File: src/rtl/alu_request_arbiter.sv
// Round-robin arbiter sharing one ALU between two requesters, with a response channel.
// Optional macro ALU_RANGE_CHECK_EN rejects multiply/divide operands the 4-bit ALU units cannot handle.
module alu_request_arbiter #(
  parameter int DATA_W        = 8,
  parameter int OP_W          = 4,
  parameter int SETTLE_CYCLES = 1
) (
  input  logic              clk,
  input  logic              rst_n,
  input  logic              req0_valid,
  output logic              req0_ready,
  input  logic [OP_W-1:0]   req0_op,
  input  logic [DATA_W-1:0] req0_a,
  input  logic [DATA_W-1:0] req0_b,
  input  logic              req1_valid,
  output logic              req1_ready,
  input  logic [OP_W-1:0]   req1_op,
  input  logic [DATA_W-1:0] req1_a,
  input  logic [DATA_W-1:0] req1_b,
  output logic [DATA_W-1:0] alu_operand_1,
  output logic [DATA_W-1:0] alu_operand_2,
  output logic [OP_W-1:0]   alu_operator,
  input  logic [DATA_W-1:0] alu_answer1,
  input  logic [DATA_W-1:0] alu_answer2,
  output logic              rsp_valid,
  input  logic              rsp_ready,
  output logic              rsp_id,
  output logic [DATA_W-1:0] rsp_ans1,
  output logic [DATA_W-1:0] rsp_ans2,
  output logic              rsp_err
);

  localparam logic [1:0] IDLE  = 2'd0;
  localparam logic [1:0] ISSUE = 2'd1;
  localparam logic [1:0] RESP  = 2'd2;

  localparam logic [OP_W-1:0] OP_MUL           = OP_W'(5);
  localparam logic [OP_W-1:0] OP_DIV           = OP_W'(6);
  localparam logic [OP_W-1:0] OP_FIRST_ILLEGAL = OP_W'(7);
  localparam logic [3:0]      SETTLE_INIT      = 4'(SETTLE_CYCLES - 1);

  logic [1:0]        state;
  logic              last_grant;
  logic [3:0]        settle_cnt;
  logic              grant;
  logic              accept;
  logic              reject;
  logic [OP_W-1:0]   sel_op;
  logic [DATA_W-1:0] sel_a;
  logic [DATA_W-1:0] sel_b;

  // On contention the requester that was not served last wins.
  always_comb begin
    grant = 1'b0;
    if (req0_valid && req1_valid) grant = ~last_grant;
    else if (req1_valid)          grant = 1'b1;
  end

  assign req0_ready = (state == IDLE) && req0_valid && !grant;
  assign req1_ready = (state == IDLE) && req1_valid && grant;
  assign accept     = req0_ready || req1_ready;

  assign sel_op = grant ? req1_op : req0_op;
  assign sel_a  = grant ? req1_a  : req0_a;
  assign sel_b  = grant ? req1_b  : req0_b;

`ifdef ALU_RANGE_CHECK_EN
  logic a_wide;
  logic b_wide;
  assign a_wide = |sel_a[DATA_W-1:4];
  assign b_wide = |sel_b[DATA_W-1:4];
  assign reject = (sel_op >= OP_FIRST_ILLEGAL)
               || ((sel_op == OP_MUL) && (a_wide || b_wide))
               || ((sel_op == OP_DIV) && (a_wide || b_wide || (sel_b == '0)));
`else
  assign reject = (sel_op >= OP_FIRST_ILLEGAL);
`endif

  always_ff @(posedge clk) begin
    if (!rst_n) begin
      state         <= IDLE;
      last_grant    <= 1'b1;
      settle_cnt    <= 4'd0;
      alu_operand_1 <= '0;
      alu_operand_2 <= '0;
      alu_operator  <= '0;
      rsp_valid     <= 1'b0;
      rsp_id        <= 1'b0;
      rsp_ans1      <= '0;
      rsp_ans2      <= '0;
      rsp_err       <= 1'b0;
    end else begin
      case (state)
        IDLE: begin
          if (accept) begin
            rsp_id     <= grant;
            last_grant <= grant;
            // Rejected commands never reach the ALU, so the holding registers keep the last issue.
            if (reject) begin
              rsp_err   <= 1'b1;
              rsp_ans1  <= '0;
              rsp_ans2  <= '0;
              rsp_valid <= 1'b1;
              state     <= RESP;
            end else begin
              alu_operator  <= sel_op;
              alu_operand_1 <= sel_a;
              alu_operand_2 <= sel_b;
              settle_cnt    <= SETTLE_INIT;
              state         <= ISSUE;
            end
          end
        end
        ISSUE: begin
          if (settle_cnt == 4'd0) begin
            rsp_ans1  <= alu_answer1;
            rsp_ans2  <= alu_answer2;
            rsp_err   <= 1'b0;
            rsp_valid <= 1'b1;
            state     <= RESP;
          end else begin
            settle_cnt <= settle_cnt - 4'd1;
          end
        end
        RESP: begin
          if (rsp_ready) begin
            rsp_valid <= 1'b0;
            state     <= IDLE;
          end
        end
        default: state <= IDLE;
      endcase
    end
  end

endmodule

File: config.mk
export PLATFORM = sky130hd
export DESIGN_NAME = alu_request_arbiter
export DESIGN_NICKNAME = d
export VERILOG_FILES = /design/src/rtl/alu_request_arbiter.sv
export SDC_FILE = /design/constraint.sdc
export NUM_CORES = 1
export LEC_CHECK = 0
export CORE_AREA = 2 2 84 66
export CTS_CLUSTER_DIAMETER = 30
export DETAILED_ROUTE_END_ITERATION = 12
export DIE_AREA = 0 0 86 68
export PLACE_DENSITY = 0.91
export SLEW_MARGIN = 0
export SYNTH_ARGS = -nofsm -noshare
export SYNTH_HDL_FRONTEND = slang
export SYNTH_SLANG_ARGS = --single-unit
File: constraint.sdc
create_clock -name clk -period 4 [get_ports clk]
set_clock_uncertainty 0.2 [all_clocks]
set_input_delay 0.4 -clock clk [delete_from_list [all_inputs] [get_ports clk]]
set_output_delay 0.4 -clock clk [all_outputs]
set_load 0.05 [all_outputs]
==> results of run 1 <==
==> through the flow <==
step / worst slack, ns / cells / util (%) / cell area [sq um]
final: 0.971 / 360 / 62.9 / 3200
after global routing: 0.888 / 360 / 62.9 / 3200
after CTS: 0.967 / 360 / 62.9 / 3200
after detailed placement: 0.979 / 352 / 60.6 / 3090
after global placement: 1.07 / 352 / 60.6 / 3090
after floorplan: 1.88 / 204 / - / 2070
==> kinds of logic (layout without fill, tap and decap cells) <==
kind of cell	after synthesis	after routing	share of synthesized area, %
AND/OR/NAND/NOR	49	49	12.0
buffers and inverters	25	119	5.80
multiplexers	22	22	10.7
flip-flops	46	46	44.4
AO/OA/AOI/OAI	60	60	25.8
adder cells (fa/ha/maj)	2	2	1.21
==> final cells by class <==
class / instances / area (sq um)
clock buffer: 5 / 68.8
clock inverter: 3 / 43.8
fill: 443 / 1890
inverter: 7 / 26.3
multi-input combinational: 133 / 1040
sequential: 46 / 921
tap: 62 / 77.6
timing repair buffer: 104 / 1030
==> report_power, final <==
part | leakage, nW | internal, mW | switching [mW]
Combinational | 0.922 | 0.167 | 0.241
Clock | 0.0585 | 0.187 | 0.165
Sequential | 0.376 | 0.496 | 0.0266
==> final timing paths <==
path	to	slack [ns]	cells past startpoint
min reg2reg	alu_operator[3]	0.29	1
max reg2reg	rsp_ans1[4]	1.66	6
min	alu_operator[3]	0.29	1
max	req1_ready	0.97	5
==> layer usage <==
layer | track usage, % | vias to the layer above
li1 | - | 968
met1 | 21.0 | 945
met2 | 35.1 | 77
met3 | 7.48 | 8
met4 | 5.56 | 0
met5 | 0 | -
==> cells in the mapped netlist, drive strengths merged (2+ instances only) <==
master	number	share of area, %
o211a	19	9.2
clkbuf	9	1.6
dfxtp	46	44
nand3	23	5.6
nand2	7	1.3
o21ai	6	1.6
inv	7	1.3
buf	9	2.9
mux2i	21	10
nor3	4	0.97
a21boi	5	2.0
nor2	5	1.0
a31oi	2	0.60
nand4	4	1.2
nand2b	2	0.60
o221ai	2	0.85
a21oi	2	0.48
o211ai	3	1.1
ha	2	1.2
a32o	16	7.7
==> registers in the layout (all words and copies together), names as in the netlist, 2 cells and up <==
register,count
rsp_ans2,8
alu_operand_1,8
rsp_ans1,8
state,2
alu_operator,4
settle_cnt,4
alu_operand_2,8
==> layout by cell type (no fill, tap or decap), types with 2 or more instances in the layout <==
cell / count
mux2i_1: 21
a21oi_1: 2
o211a_1: 19
clkdlybuf4s50_1: 100
a21boi_0: 4
inv_1: 7
nand4_1: 4
o221ai_1: 2
o211ai_1: 3
a31oi_1: 2
ha_1: 2
o21ai_0: 4
nand2b_1: 2
nor2_1: 4
buf_4: 3
nand2_1: 7
nor3_1: 3
clkbuf_8: 5
dfxtp_1: 46
a32o_1: 16
nand3_1: 23
==> worst max-delay path, cell delays in order <==
cell and delay (ns):
clkdlybuf4s50_1 0.54, a21boi_2 0.45, nand2_1 0.16, inv_1 0.08
clkdlybuf4s50_1 0.80
==> metrics.md, run 1 <==
| Metric | Value |
|---|---|
| Setup crit start | `req1_valid` |
| Hold path start | `alu_operator[3]` |
| Post-cts resize count | `0` |
| Number of antenna violations at the first check in global routing | `0` |
| Pwr dens | `roughly 400 nW/um^2` |
| Drt first pass iters | `5` |
| Maxcap violations | `0` |
| Top Layer Used | `met4` |
| Startpoint Class | `input pin` |
| Slew Viols, Final | `0` |
| Total global routing overflow | `0` |
| Post-route setup TNS | `0 ns` |
| M1 WL | `approximately 2.2 mm` |
| RSZ-0062 raised after global routing | `no` |
| HPWL Detailed | `about 4 mm` |
| Antenna cells | `0` |
| Outcome | `completed` |
| Worst Hold Class | `flip-flop to flip-flop` |
| Crit share post-route | `75.7%` |
| Capturing element type of the critical path | `output port` |
| Vias in the first global route | `1885` |
| Starting density of the core | `40.7%` |
| Layout cells sized above 1 | `6.71%` |
| GR Util All Layers | `19.2%` |
| Vias post-DR | `1998` |
| Hold slack final | `0.287 ns` |
| CTS tree | `yes` |
| H-tree lvl count | `2` |
| Area of the die | `5850 sq um` |
| Total power | `1.28 mW` |
| Root buffer cell | `clkbuf_8` |
| Met3 wire len | `472 um` |
| Worst reg2reg path startpoint | `settle_cnt[0]` |
| Gp weighted congestion | `0.796` |
| Synth Warn # | `0` |
| Worst slew margin | `41.7%` |
| Per-cell routed wire length | `15.5 um` |
| Post-route ant nets | `0` |
| Clock buffer depth | `2` |
| Required time worst endpoint | `3.40 ns` |
| Crit path kind | `input pin to output port` |
| Share of flip-flops with an asynchronous set or reset | `0%` |
| Drt total wl | `5.57 mm` |
| Cells after Synth | `a little over 200` |
| Crit path DAT | `2.43 ns` |
| Core ar. | `between 5000 and 6000 sq um` |
| Final hold violation count | `0` |
| Initial DRC count | `between 150 and 200` |
| Setup violators final | `0` |
| Synthesized area per cell | `10.2 sq um` |
| DRC violations left | `0` |
| Die Y | `roughly 68 um` |
| Mapped Nets | `267` |
| Worst-path clk slew | `roughly 0.09 ns` |
| CTS sink count | `46` |
| Synthesized area | `2070 sq um` |
| Slew @ Worst Pin | `0.874 ns` |
| Register bit total from synthesis | `46` |
| Fin crit period | `3.03 ns` |
| DIE WIDTH | `around 86 um` |
| Num CTS Buffers | `5` |
| P&R area growth vs syn | `54.5%` |
| Max Fclk | `330 MHz` |
| Sequential cell area fraction in the yosys report | `44.4%` |
| Worst VDD drop | `0.184 mV` |
| Netlist cell types | `36` |
| Leakage | `1.36 nW` |
| Nets | `360` |
| CP Max Fanout | `8` |
| # port buffers | `a little over 100` |
| Worst-Skew Late Latency | `0.30 ns` |
| Rows | `23` |
| Synth Flop Type | `dfxtp_1` |
| Post-CTS Setup Bufs | `0` |
| First-pass GRT wire length | `a little under 9 mm` |
| Vias per std cell | `5.55` |
| Count of hold-fix buffers inserted at cts | `0` |
| EDFF count, synth | `0` |
| I/O pin cnt | `around 100` |
| Met2 WL | `around 2.8 mm` |
| Largest net degree at the start of global routing | `between 50 and 60` |
Power figures use the tool's default switching activity.
==> run 2, diff against run 1 <==
--- a/config.mk
+++ b/config.mk
@@ -5,11 +5,11 @@
 export SDC_FILE = /design/constraint.sdc
 export NUM_CORES = 1
 export LEC_CHECK = 0
-export CORE_AREA = 2 2 84 66
+export CORE_AREA = 2 2 91 71
 export CTS_CLUSTER_DIAMETER = 30
 export DETAILED_ROUTE_END_ITERATION = 12
-export DIE_AREA = 0 0 86 68
-export PLACE_DENSITY = 0.91
+export DIE_AREA = 0 0 93 73
+export PLACE_DENSITY = 0.83
 export SLEW_MARGIN = 0
 export SYNTH_ARGS = -nofsm -noshare
 export SYNTH_HDL_FRONTEND = slang
==> constraint.sdc (replaced) <==
create_clock -name clk -period 2.7 [get_ports clk]
set_clock_uncertainty 0.2 [all_clocks]
set_input_delay 0.27 -clock clk [delete_from_list [all_inputs] [get_ports clk]]
set_output_delay 0.27 -clock clk [all_outputs]
set_load 0.05 [all_outputs]
==> run 2 against run 1 <==
Net effect:
- combinational power increased by 51%
- clock power increased by 25%
- worst setup slack got worse by 0.60 ns
- die area increased by 16%
- core utilization decreased by 9.1 points
- register-to-register slack got worse by 1.3 ns
- flip-flop and latch count unchanged
==> metrics.md, run 2 (synthesized netlist as in run 1, its figures left out) <==
| Metric | Value |
|---|---|
| Outcome | `completed` |
| Crit path DAT | `2.32 ns (-0.11 ns)` |
| Hold slack final | `0.206 ns (-0.0808 ns)` |
| CTS sink count | `46 (unchanged)` |
| Cell Int Power | `1.20 mW (+40%)` |
| Layout cells sized above 1 | `8.00% (+1.3 points)` |
| Num CTS Buffers | `5 (unchanged)` |
| Worst-path clk slew | `0.08 ns (about the same)` |
| DRC violations left | `0 (unchanged)` |
| Initial DRC count | `90 (-45%)` |
| Fin crit period | `2.33 ns` |
| Gp weighted congestion | `0.844 (+6.1%)` |
| CTS tree | `yes` |
| Commonest non-fill, non-tap cell in the layout | `clkdlybuf4s50_1` |
| Final core occ | `53.8% (-9.1 points)` |
| Worst Hold Class | `input pin to flip-flop` |
| GR Util All Layers | `17.0% (-2.3 points)` |
| Total global routing overflow | `0 (unchanged)` |
| Rows | `25 (+8.7%)` |
| Number of antenna violations at the first check in global routing | `0 (unchanged)` |
| Maxcap violations | `0 (unchanged)` |
| P&R area growth vs syn | `55.9%` |
| Starting density of the core | `34.5% (-6.2 points)` |
| Drt total wl | `5.60 mm (+0.59%)` |
| Leakage | `1.36 nW (+0.32%)` |
| Most frequent cells in the layout | `clkdlybuf4s50_1, dfxtp_1, nand3_1, mux2i_1, o211a_1` |
| Clk network pwr share | `24.1% (-3.4 points)` |
| Worst slew margin | `47.8% (+6.1 points)` |
| Area of the die | `6790 sq um (+16%)` |
| Final hold violation count | `0 (unchanged)` |
| Total power | `1.83 mW (+43%)` |
| CP Max Fanout | `17 (+9)` |
| Vias post-DR | `1964 (-1.7%)` |
| Max Fclk | `430 MHz` |
| Drt first pass iters | `5 (unchanged)` |
| Post-route ant nets | `0 (unchanged)` |
| Max stage delay cell, worst path | `or3b_1` |
| Hold path start | `rst_n` |
| Setup violators final | `0 (unchanged)` |
| Count of hold-fix buffers inserted at cts | `0 (unchanged)` |
| Worst-Skew Late Latency | `0.30 ns (about the same)` |
| Clock buffer depth | `2 (unchanged)` |
| Antenna cells | `0 (unchanged)` |
| First-pass GRT wire length | `9.05 mm (+3.9%)` |
| Pwr dens | `567 nW/um^2 (+41%)` |
| DP Area | `3140 sq um (+1.5%)` |
| Crit share post-route | `between 80% and 90%` |
| Root buffer cell | `clkbuf_8` |
| Placed cell count | `373 (+6.0%)` |
| Setup crit start | `settle_cnt[0]` |
| Worst reg2reg path startpoint | `settle_cnt[0]` |
| Final WS setup | `0.373 ns (-0.598 ns)` |
| # port buffers | `101 (unchanged)` |
| Psw | `636 uW (+47%)` |
| H-tree lvl count | `2 (unchanged)` |
| CP delay by family, top | `compound AO/OA/AOI/OAI gates` |
| Slew @ Worst Pin | `0.782 ns (-0.0922 ns)` |
| Sw Share | `34.7% (+1.0 points)` |
| Post-CTS Setup Bufs | `0 (unchanged)` |
| Post-cts resize count | `0 (unchanged)` |
| Slew Viols, Final | `0 (unchanged)` |
| Startpoint Class | `flip-flop` |
| Gate power share | `33.6% (+1.8 points)` |
| HPWL Detailed | `4.10 mm (+3.2%)` |
| Worst VDD drop | `0.236 mV (+28%)` |
| RSZ-0062 raised after global routing | `no` |
| Die Y | `73 um (+7.4%)` |
| Crit path kind | `flip-flop to flip-flop` |
| DIE WIDTH | `93 um (+8.1%)` |
| I/O pin cnt | `102 (unchanged)` |
| Crit-path cells | `inv_1 > ha_1 > or3b_1 > a211oi_2 > o21ai_2 > buf_4 > a32o_1` |
| Per-cell routed wire length | `14.7 um (-5.0%)` |
| Capturing element type of the critical path | `flip-flop` |
| Nets | `362 (+0.56%)` |
| Largest net degree at the start of global routing | `32 (-38%)` |
| Pre-CTS setup slack | `0.178 ns (-0.801 ns)` |
| Post-route setup TNS | `0 ns (unchanged)` |
| Flop pwr share | `42.3% (+1.6 points)` |
| Crit path buf inv count | `2 (-1)` |
| Core ar. | `6010 sq um (+18%)` |
| Vias in the first global route | `1932 (+2.5%)` |
| Finished Cell Area | `3230 sq um (+0.90%)` |
| Required time worst endpoint | `2.69 ns (-0.71 ns)` |
| Slowest stage delay, CP | `0.50 ns (-0.30 ns)` |
| Vias per std cell | `5.15 (-7.1%)` |
| Fin cells | `381 (+5.8%)` |
-- run 2: cell types whose count changed in the layout (fill, tap and decap cells not counted) --
cell             previous run  this run
buf_12                      0         1
clkinvlp_4                  0         1
inv_6                       1         0
bufinv_16                   1         0
buf_4                       3         6
clkbuf_8                    5         6
clkdlybuf4s50_1           100        98
-- run 2: cell type report --
class / count / area (sq um)
fillers: 551 / 2780
repair buffers: 106 / 1050
clock buffers: 6 / 82.6
multi-input cells: 133 / 1040
inverters: 7 / 26.3
well taps: 81 / 101
clock inverters: 2 / 12.5
flip-flops and latches: 46 / 921
-- run 2: routing by layer --
metal / vias up / track usage (%) / routed length, um
met2: 67 / 28.0 / 2680
met3: 12 / 6.10 / 431
met4: 0 / 5.39 / 96
met5: - / 0 / 0
li1: 968 / - / -
met1: 917 / 20.9 / 2390
-- run 2: final timing paths --
path | end | slack [ns] | depth (start not counted)
setup / recovery | rsp_ans2[7] | 0.37 | 7
hold / removal | last_grant | 0.21 | 2
setup reg to reg | rsp_ans2[7] | 0.37 | 7
hold reg to reg | rsp_id | 0.27 | 2
-- run 2: power groups by stage --
stage / Clock [mW] / Sequential [mW] / Combinational, mW
floorplan: 0 / 0.956 / 0.204
global placement: 0 / 0.789 / 0.610
detailed placement: 0 / 0.789 / 0.618
CTS: 0.455 / 0.774 / 0.621
global route: 0.484 / 0.783 / 0.654
finish: 0.442 / 0.774 / 0.615
